File: src/rtl/router_pkg.sv
// Shared torus-router definitions: direction codes, torus size, flit field
// layout and a flit pack/unpack helper used by inject and route_comp.
package router_pkg;

  localparam int XSIZE = 4;
  localparam int YSIZE = 4;
  localparam int ZSIZE = 4;

  localparam int DIR_XPOS   = 0;
  localparam int DIR_XNEG   = 1;
  localparam int DIR_YPOS   = 2;
  localparam int DIR_YNEG   = 3;
  localparam int DIR_ZPOS   = 4;
  localparam int DIR_ZNEG   = 5;
  localparam int DIR_INJECT = 6;

  localparam int PayloadWidth   = 72;
  localparam int DstPos         = 72;
  localparam int DstWidth       = 9;
  localparam int Dst_XWidth     = 3;
  localparam int ValidBitPos    = 81;
  localparam int ChildrenPos    = 82;
  localparam int FlitChildWidth = 3;
  localparam int FlitWidth      = ChildrenPos + FlitChildWidth;

  typedef logic [FlitWidth-1:0] flit_t;

  typedef struct packed {
    logic [FlitChildWidth-1:0] children;
    logic                      valid;
    logic [DstWidth-1:0]       dst;
    logic [PayloadWidth-1:0]   payload;
  } flit_fields_t;

  function automatic flit_t pack_flit(input logic [FlitChildWidth-1:0] children,
                                      input logic [DstWidth-1:0]       dst,
                                      input logic [PayloadWidth-1:0]   payload);
    flit_fields_t f;
    f.children = children;
    f.valid    = 1'b1;
    f.dst      = dst;
    f.payload  = payload;
    return flit_t'(f);
  endfunction

  function automatic flit_fields_t unpack_flit(input flit_t f);
    return flit_fields_t'(f);
  endfunction

endpackage

File: src/rtl/flit_inject_if.sv
// Local processing-element message handshake into the injection endpoint.
interface flit_inject_if;
  import router_pkg::*;

  logic                      msg_valid;
  logic                      msg_ready;
  logic [DstWidth-1:0]       msg_dst;
  logic [FlitChildWidth-1:0] msg_children;
  logic [PayloadWidth-1:0]   msg_payload;

  modport master (output msg_valid, msg_dst, msg_children, msg_payload,
                  input  msg_ready);
  modport slave  (input  msg_valid, msg_dst, msg_children, msg_payload,
                  output msg_ready);
endinterface

File: src/rtl/flit_inject_fifo.sv
// Synchronous message FIFO for the injection endpoint; head is the oldest entry.
module inj_fifo #(
  parameter int WIDTH = 85,
  parameter int DEPTH = 4
) (
  input  logic                   clk,
  input  logic                   rst,
  input  logic                   push,
  input  logic                   pop,
  input  logic [WIDTH-1:0]       wdata,
  output logic [WIDTH-1:0]       head,
  output logic                   full,
  output logic                   empty,
  output logic [$clog2(DEPTH):0] count
);
  localparam int AW = $clog2(DEPTH);
  localparam int CW = AW + 1;

  logic [WIDTH-1:0] mem [DEPTH];
  logic [AW-1:0]    wr_ptr, rd_ptr;
  logic             push_ok, pop_ok;

  assign full    = (count == CW'(DEPTH));
  assign empty   = (count == '0);
  assign push_ok = push && !full;
  assign pop_ok  = pop && !empty;
  assign head    = mem[rd_ptr];

  always_ff @(posedge clk or negedge rst) begin
    if (!rst) begin
      wr_ptr <= '0;
      rd_ptr <= '0;
      count  <= '0;
    end else begin
      if (push_ok) wr_ptr <= wr_ptr + 1'b1;
      if (pop_ok)  rd_ptr <= rd_ptr + 1'b1;
      unique case ({push_ok, pop_ok})
        2'b10:   count <= count + 1'b1;
        2'b01:   count <= count - 1'b1;
        default: ;
      endcase
    end
  end

  // Storage needs no reset: pointers and count define what is valid.
  always_ff @(posedge clk) begin
    if (push_ok) mem[wr_ptr] <= wdata;
  end

endmodule

File: src/rtl/flit_inject.sv
// Injection endpoint: buffers local messages, loops back self-addressed ones
// and injects the rest into the router under credit-based flow control.
module flit_inject
  import router_pkg::*;
#(
  parameter int cur_x       = 0,
  parameter int cur_y       = 0,
  parameter int cur_z       = 0,
  parameter int DstPos      = router_pkg::DstPos,
  parameter int DstWidth    = router_pkg::DstWidth,
  parameter int Dst_XWidth  = router_pkg::Dst_XWidth,
  parameter int ValidBitPos = router_pkg::ValidBitPos,
  parameter int DEPTH       = 4,
  parameter int CREDITS     = 4
) (
  input  logic                 clk,
  input  logic                 rst,
  flit_inject_if.slave         msg,
  output logic [FlitWidth-1:0] flit_out,
  output logic                 flit_valid_out,
  input  logic                 credit_in,
  output logic [FlitWidth-1:0] loop_flit,
  output logic                 loop_valid,
  output logic [15:0]          inj_count,
  output logic                 credit_err
);
  localparam int CW  = $clog2(DEPTH) + 1;
  localparam int CRW = $clog2(CREDITS + 1);
  localparam logic [DstWidth-1:0] SelfDst =
    DstWidth'({Dst_XWidth'(cur_z), Dst_XWidth'(cur_y), Dst_XWidth'(cur_x)});

  logic [FlitWidth-1:0] entry, head;
  logic [CW-1:0]        count, next_count;
  logic [CRW-1:0]       credits;
  logic                 full, empty, accept, push, pop;
  logic                 head_self, issue_net, issue_loop;

  assign accept = msg.msg_valid && msg.msg_ready;
  assign push   = accept && !full;

  always_comb begin
    entry                              = '0;
    entry[FlitWidth-1:ValidBitPos+1]   = msg.msg_children;
    entry[ValidBitPos]                 = 1'b1;
    entry[DstPos +: DstWidth]          = msg.msg_dst;
    entry[DstPos-1:0]                  = msg.msg_payload;
  end

  inj_fifo #(.WIDTH(FlitWidth), .DEPTH(DEPTH)) u_fifo (
    .clk   (clk),
    .rst   (rst),
    .push  (push),
    .pop   (pop),
    .wdata (entry),
    .head  (head),
    .full  (full),
    .empty (empty),
    .count (count)
  );

  // A stalled network head blocks everything behind it, loopbacks included.
  assign head_self  = (head[DstPos +: DstWidth] == SelfDst);
  assign issue_loop = !empty && head_self;
  assign issue_net  = !empty && !head_self && (credits != '0);
  assign pop        = issue_loop || issue_net;

  always_comb begin
    next_count = count;
    unique case ({push, pop})
      2'b10:   next_count = count + 1'b1;
      2'b01:   next_count = count - 1'b1;
      default: ;
    endcase
  end

  always_ff @(posedge clk or negedge rst) begin
    if (!rst) begin
      msg.msg_ready  <= 1'b0;
      flit_out       <= '0;
      flit_valid_out <= 1'b0;
      loop_flit      <= '0;
      loop_valid     <= 1'b0;
      inj_count      <= '0;
      credit_err     <= 1'b0;
      credits        <= CRW'(CREDITS);
    end else begin
      msg.msg_ready  <= (next_count < CW'(DEPTH));
      flit_valid_out <= issue_net;
      loop_valid     <= issue_loop;
      if (issue_net) begin
        flit_out  <= head;
        inj_count <= inj_count + 1'b1;
      end
      if (issue_loop) loop_flit <= head;
      unique case ({issue_net, credit_in})
        2'b10: credits <= credits - 1'b1;
        2'b01: begin
          if (credits == CRW'(CREDITS)) credit_err <= 1'b1;
          else                          credits    <= credits + 1'b1;
        end
        default: ;
      endcase
    end
  end

endmodule

File: src/flat_wrapper.sv
// flat-port wrapper written by rule: the top's interface ports become plain ports
module flit_inject_flat import router_pkg::*;
#(
  parameter int cur_x       = 0,
  parameter int cur_y       = 0,
  parameter int cur_z       = 0,
  parameter int DstPos      = router_pkg::DstPos,
  parameter int DstWidth    = router_pkg::DstWidth,
  parameter int Dst_XWidth  = router_pkg::Dst_XWidth,
  parameter int ValidBitPos = router_pkg::ValidBitPos,
  parameter int DEPTH       = 4,
  parameter int CREDITS     = 4
)
  (clk, rst, flit_out, flit_valid_out, credit_in, loop_flit, loop_valid, inj_count, credit_err, msg_msg_valid, msg_msg_dst, msg_msg_children, msg_msg_payload, msg_msg_ready);
  flit_inject_if msg_i ();
  input  logic clk;
  input  logic rst;
  output logic [FlitWidth-1:0] flit_out;
  output logic flit_valid_out;
  input  logic credit_in;
  output logic [FlitWidth-1:0] loop_flit;
  output logic loop_valid;
  output logic [15:0] inj_count;
  output logic credit_err;
  input wire logic [$bits(msg_i.msg_valid)-1:0] msg_msg_valid;
  input wire logic [$bits(msg_i.msg_dst)-1:0] msg_msg_dst;
  input wire logic [$bits(msg_i.msg_children)-1:0] msg_msg_children;
  input wire logic [$bits(msg_i.msg_payload)-1:0] msg_msg_payload;
  output wire logic [$bits(msg_i.msg_ready)-1:0] msg_msg_ready;
  assign msg_i.msg_valid = msg_msg_valid;
  assign msg_i.msg_dst = msg_msg_dst;
  assign msg_i.msg_children = msg_msg_children;
  assign msg_i.msg_payload = msg_msg_payload;
  assign msg_msg_ready = msg_i.msg_ready;
  flit_inject #(.cur_x(cur_x), .cur_y(cur_y), .cur_z(cur_z), .DstPos(DstPos), .DstWidth(DstWidth), .Dst_XWidth(Dst_XWidth), .ValidBitPos(ValidBitPos), .DEPTH(DEPTH), .CREDITS(CREDITS)) u_core (.clk(clk), .rst(rst), .msg(msg_i), .flit_out(flit_out), .flit_valid_out(flit_valid_out), .credit_in(credit_in), .loop_flit(loop_flit), .loop_valid(loop_valid), .inj_count(inj_count), .credit_err(credit_err));
endmodule
File: config.mk
export PLATFORM = sky130hd
export DESIGN_NAME = flit_inject_flat
export DESIGN_NICKNAME = d
export VERILOG_FILES = /design/src/rtl/router_pkg.sv /design/src/rtl/flit_inject_if.sv /design/src/rtl/flit_inject_fifo.sv /design/src/rtl/flit_inject.sv /design/src/flat_wrapper.sv
export SDC_FILE = /design/constraint.sdc
export NUM_CORES = 1
export LEC_CHECK = 0
export BUFFER_PORTS_ARGS = -buffer_cell sky130_fd_sc_hd__buf_2
export CORE_ASPECT_RATIO = 1.1
export CORE_UTILIZATION = 35
export DETAILED_ROUTE_END_ITERATION = 8
export SLEW_MARGIN = 20
export SYNTH_ARGS = -nofsm -noshare
export SYNTH_HDL_FRONTEND = slang
export SYNTH_SLANG_ARGS = --single-unit
File: constraint.sdc
create_clock -name clk -period 9.8 [get_ports clk]
set_clock_uncertainty 0.2 [all_clocks]
set_input_delay 1.47 -clock clk [delete_from_list [all_inputs] [get_ports clk]]
set_output_delay 1.47 -clock clk [all_outputs]
set_load 0.1 [all_outputs]
# Word level (Yosys, flattened, before mapping)

Memory sizes are Yosys's and may differ from the RTL's.
Index checks and enable logic that the tools add are counted.

Register bits: 200
Bits in writable memories: 336
Bits of input ports: 88
Output and inout bits: 190
Logic and storage cells: 53
Memories: 1

$add $sub $neg: 7
Magnitude comparators: 1
Equal/unequal tests: 9
Mux-type cells: 6
Reductions and logical operators: 18

Memory list:

| name              | words | bits a word | rd ports | clocked after memory_dff | write ports | line                   | source |
|---|---|---|---|---|---|---|---|
| u_core.u_fifo.mem | 4     | 84          | 1        | 0                        | 1           | flit_inject_fifo.sv:19 | `logic [WIDTH-1:0] mem [DEPTH];` |

Operators by type and width:

| operator                | number |
|---|---|
| $pmux W3 S2             | 3 |
| $add A16 B1 Y16 const B | 1 |
| $logic_not A9 Y1        | 1 |
| $logic_and A1 B1 Y1     | 7 |
| $add A3 B1 Y3 const B   | 2 |
| $eq A2 B1 Y1 const B    | 3 |
| $eq A2 B2 Y1 const B    | 3 |
| $eq A3 B3 Y1 const B    | 2 |
| $sub A3 B1 Y3 const B   | 2 |
| $add A2 B1 Y2 const B   | 2 |
| $reduce_and A2 Y1       | 2 |
| $reduce_bool A2 Y1      | 2 |
| $logic_not A1 Y1        | 3 |
| $logic_not A3 Y1        | 1 |
| $lt A3 B3 Y1 const B    | 1 |
| $mux W3                 | 1 |
| $reduce_bool A3 Y1      | 1 |
| $mux W1                 | 2 |
| $ne A2 B2 Y1 const B    | 1 |
| $logic_or A1 B1 Y1      | 1 |

# Depth between registers and ports, before layout

An unclocked memory read counts as a cell.

Depth after elaboration: 9
Mapped depth: 13
Depth with buffers taken out: 11

# Modules after synthesis

Synthesis repeated with hierarchy kept, for this count alone.

Cells, all modules: 957
Area total of the unflattened synthesis: 20245.7 sq um

By module, submodules not included:

| module      | times used | cells an instance | area an instance (sq um) | seq. area each (sq um) |
|---|---|---|---|---|
| inj_fifo    | 1          | 482               | 12703.4                  | 10385.0 |
| flit_inject | 1          | 475               | 7542.2                   | 4830.9 |

# Least setup slack after synthesis

Ideal clock, no wire load.

Kind: in2reg
From: in msg_msg_valid
To: mem u_core.u_fifo.mem[0][0] in the netlist's numbering, enable pin
Arrival: 3.951 ns
Data required time: 9.148 ns
Slack: 5.198 ns
Stages: 3
Cell sequence: nand2_1 a21oi_1 and2_1

Longest elaborated chain between the ends: 5

Ends and longest elaborated chain:

| element                       | line                   | source |
|---|---|---|
| start, declared               | flat_wrapper.sv:25     | `input wire logic [$bits(msg_i.msg_valid)-1:0] msg_msg_valid;` |
| $logic_and A1 B1 Y1           | flit_inject.sv:38      | `assign accept = msg.msg_valid && msg.msg_ready;` |
| $logic_and A1 B1 Y1           | flit_inject.sv:39      | `assign push = accept && !full;` |
| $logic_and A1 B1 Y1           | flit_inject_fifo.sv:25 | `assign push_ok = push && !full;` |
| net u_core.u_fifo.push_ok     | flit_inject_fifo.sv:21 | `logic push_ok, pop_ok;` |
| $mux W1                       | flit_inject_fifo.sv:47 | `if (push_ok) mem[wr_ptr] <= wdata;` |
| $mux W1 (implied by the code) | flit_inject_fifo.sv:47 |  |
| end, declared                 | flit_inject_fifo.sv:19 |  |

The timed path passes the listed nets, and every way through them passes these cells.

# Worst setup path in the final report

From: reg u_core.u_fifo.rd_ptr[1]
To: reg u_core.loop_flit[23]

Longest elaborated chain between the ends: 3

Ends and longest elaborated chain:

| element                | line                   | source |
|---|---|---|
| start, declared        | flit_inject_fifo.sv:20 | `logic [AW-1:0] wr_ptr, rd_ptr;` |
| start signal, assigned | flit_inject_fifo.sv:36 | `if (pop_ok) rd_ptr <= rd_ptr + 1'b1;` |
| $mem_v2 Z4 W84 (*)     | n/a                    |  |
| $logic_not A9 Y1       | flit_inject.sv:62      | `assign head_self = (head[DstPos +: DstWidth] == SelfDst);` |
| $logic_and A1 B1 Y1    | flit_inject.sv:63      | `assign issue_loop = !empty && head_self;` |
| end signal, assigned   | flit_inject.sv:81      | `loop_flit <= '0;` |
| end signal, assigned   | flit_inject.sv:94      | `if (issue_loop) loop_flit <= head;` |
| end, declared          | flit_inject.sv:22      | `output logic [FlitWidth-1:0] loop_flit,` |

Mark *: on every way between the ends. The rest lies on a longest branch, timed or not.
A chain may end at the register's enable or synchronous reset.

==> run summary <==
The initial utilization of the core area, before any placement, comes to 0.355. The maximum clock rate is 191 MHz. In this run the remaining antenna-violating nets after routing total 0. Dividing the detail-routed wire length by the instance count gives 19.3 µm. The path depth of the worst reg2reg path came out at 8. The final critical-path required period came out at 5.24 ns. The final hold violation count came out at 0. The cell area after technology mapping is 20000 µm².

The wire length reported by the detailed router is 42.8 mm. During placement, the flow inserted port buffers numbering 277. At the worst endpoint, the required time is 10.06 ns. The tool flagged a number of max-cap violations equal to 0. The I/O pin total came out at 278. The count of hold buffers inserted by post-cts repair came out at 0.

The largest net degree at the start of global routing came out at 76. The clock tree synthesis step divided the H-tree into 2 levels. The final clock period utilization by the worst path is 0.535.

The run finished with clean final reports. The number of distinct library cells after synthesis is 44. The remaining routing DRC violations came out at 0. The number of sinks handled by clock tree synthesis came out at 536. At the worst endpoint, the arrival time is 5.50 ns. The sequential element share of the synthesized area is 0.757. The maximum fanout encountered on the critical timing path came out at 48. TritonCTS built the clock tree.

The root buffer cell chosen for the clock tree is clkbuf_16. Setup violations remaining at the end of the flow were counted as 0. The worst setup path is captured at a flop.

The overall die height is 252 µm. In the final layout, the multi-input gates occupy 4560 µm². The net count of the finished layout is 1521.

The first global-routing pass estimated 66.0 mm of wire. The routability-driven placement congestion ratio came out at 0.734. The number of DRC violations after detailed-routing iteration 0 is 597. The number of global-route vias before repair is 11100. The initial antenna violation count came out at 8. The total overflow left after global routing is 0. The fill cell instance count of the final layout came out at 5028. The number of flops mapped to enable cells by yosys came out at 336. After synthesis, the cell types taking the most area are edfxtp_1, dfrtp_1, mux4_2. Counting the buffers created by CTS gives 54. Once detailed placement completed, the half-perimeter wirelength came to 25.9 mm. The total setup buffers inserted after CTS came out at 0. After floorplanning, the core was sized to cover 56200 µm². Synthesis produced a netlist with a net count of 1226. The number of instances on the worst hold path came out at 2. The headroom to the max-slew limit came out at 0.362. The number of iterations in the first detailed-routing pass came out at 5.

The layout cell share with drive strength beyond 1 is 0.364. The clock tree buffer depth is 3. The worst setup path is launched from a flop.

The max-slew violation count came out at 0. The storage element area is 15100 µm². For the worst-skew pair, the clock arrives at the later sink with an insertion delay of 0.58 ns. The relative area change from synthesis to final layout came out at 20.7%.

The main flop type after synthesis is edfxtp_1. Setup repair after global routing left no endpoint under its margin. The die span in x came out at 230 µm. The total vias in the final route is 10500. The fraction of registers with async set/reset came out at 0.373. The die covers 58000 µm². At the pin with the least slew margin, the transition time is 0.958 ns. In this run the worst hold path is classified as flop to flop. The number of placement rows came out at 91. The post-route setup TNS is 0 ns.

edfxtp_1 takes more of the synthesized area than any other cell. Gates resized during post-CTS repair numbered 0. In the global route stage, overall resource usage came out at 0.149. Of the post-synthesis cell area, the dominant cell type holds 0.506. The CTS clock-pin slew for the worst setup and hold paths came out at 0.06 ns. The number of standard cells after synthesis came out at 1126. Counting flops and latches in the post-synthesis netlist gives 536.

The post-synthesis area per instance came out at 17.7 µm². The number of warnings issued by yosys came out at 0. The via density per instance is 4.73. The class of the most critical setup path is flop to flop.
## synth_stat cells (2+ instances only)
cell      count
a21oi_1       4
and2_1       15
and3_1        4
buf_1         8
buf_2        18
buf_4         5
buf_6         4
clkbuf_1     16
dfrtp_1     199
edfxtp_1    336
ha_1         11
inv_1         9
mux2_1       21
mux2_2       55
mux2i_1       4
mux4_2       84
nand2_1     262
nand2b_1      6
nand3_1       3
nand4_1       8
nor2_1        5
nor3_1        3
o21ai_0       4
o31a_1        2
or3_1         2
xnor2_1      17
xor2_1        4
## final timing paths
check	startpoint	to	slack, ns
max	u_core.u_fifo.rd_ptr[1]	u_core.loop_flit[23]	4.56
min	u_core.flit_out[26]	u_core.flit_out[26]	0.27
max reg2reg	u_core.u_fifo.rd_ptr[1]	u_core.loop_flit[23]	4.56
min reg2reg	u_core.flit_out[26]	u_core.flit_out[26]	0.27
max in group asynchronous	rst	u_core.loop_flit[61]	7.34
min in group asynchronous	rst	u_core.loop_flit[75]	0.69
## layout make-up
class / instances / share of cell area
Inverter: 11 / 0.00187
Tap cell: 744 / 0.0386
Antenna cell: 4 / 0.000416
Clock buffer: 73 / 0.0669
Sequential cell: 536 / 0.627
Multi-Input combinational cell: 528 / 0.189
Clock inverter: 28 / 0.0137
Timing Repair Buffer: 290 / 0.0620
## critical path, stage by stage (launching register included)
cell and delay [ns]:
dfrtp_4 0.85, buf_4 0.72, mux4_2 0.42, or4_4 0.58
nor3_1 0.23, nand2_1 0.31, clkinv_2 0.55, buf_4 0.69
mux2_2 0.41
## cells by family after synthesis
family	after synthesis	synth area share
multiplexers	164	0.140
flip-flops	536	0.757
AND/OR/NAND/NOR	314	0.0650
buffers and inverters	62	0.0153
AO/OA/AOI/OAI	17	0.00633
adder cells (fa/ha/maj)	12	0.00790
XOR/XNOR	21	0.00922
## state kept, by name (all words and copies together), names as in the netlist
name and cells:
u_core.u_fifo.wr_ptr 2, u_core.u_fifo.rd_ptr 2, u_core.u_fifo.mem 336, u_core.u_fifo.count 3
u_core.flit_out 85, u_core.credit_err 1, u_core.inj_count 16, u_core.flit_valid_out 1
u_core.loop_flit 85, u_core.msg.msg_ready 1, u_core.loop_valid 1, u_core.credits 3
## stage by stage
stage / hold slack (ns) / setup WS, ns / util / cell area (µm²) / instances
after global placement: 0.249 / 4.53 / 0.394 / 22100 / 2109
after detailed placement: 0.251 / 4.46 / 0.394 / 22100 / 2109
after floorplan: 0.273 / 5.20 / - / 20000 / 1126
after CTS: 0.267 / 4.44 / 0.428 / 24100 / 2210
after global routing: 0.282 / 4.21 / 0.428 / 24100 / 2212
final: 0.266 / 4.56 / 0.428 / 24100 / 2214
## metal layers
layer  up-vias  global-route usage  part of all wire
li1       4738                   -                 -
met1      5411               0.190              0.43
met2       226               0.252              0.49
met3        83              0.0344             0.050
met4         8              0.0470             0.023
met5         -                   0            0.0012
## placed cells by master, fill, tap and decap left out, types with 3 or more instances in the layout
| cell type | n |
|---|---|
| ha_1 | 11 |
| mux2_2 | 55 |
| xnor2_1 | 17 |
| dfrtp_1 | 197 |
| clkbuf_1 | 7 |
| nand2_1 | 262 |
| clkinv_2 | 14 |
| o21ai_0 | 4 |
| inv_1 | 9 |
| buf_4 | 13 |
| clkbuf_8 | 7 |
| nand2b_1 | 6 |
| diode_2 | 4 |
| nand3_1 | 3 |
| and2_4 | 4 |
| and2_1 | 11 |
| mux2i_1 | 4 |
| a21oi_1 | 4 |
| edfxtp_1 | 336 |
| xor2_1 | 4 |
| mux4_2 | 84 |
| and3_1 | 4 |
| buf_2 | 276 |
| mux2_1 | 21 |
| nor2_1 | 5 |
| bufinv_16 | 7 |
| clkbuf_16 | 60 |
| nand4_1 | 8 |
| nor3_1 | 3 |
Power is not shown: default switching activity piles up to over one toggle a cycle in this logic, so the estimate is an artifact.
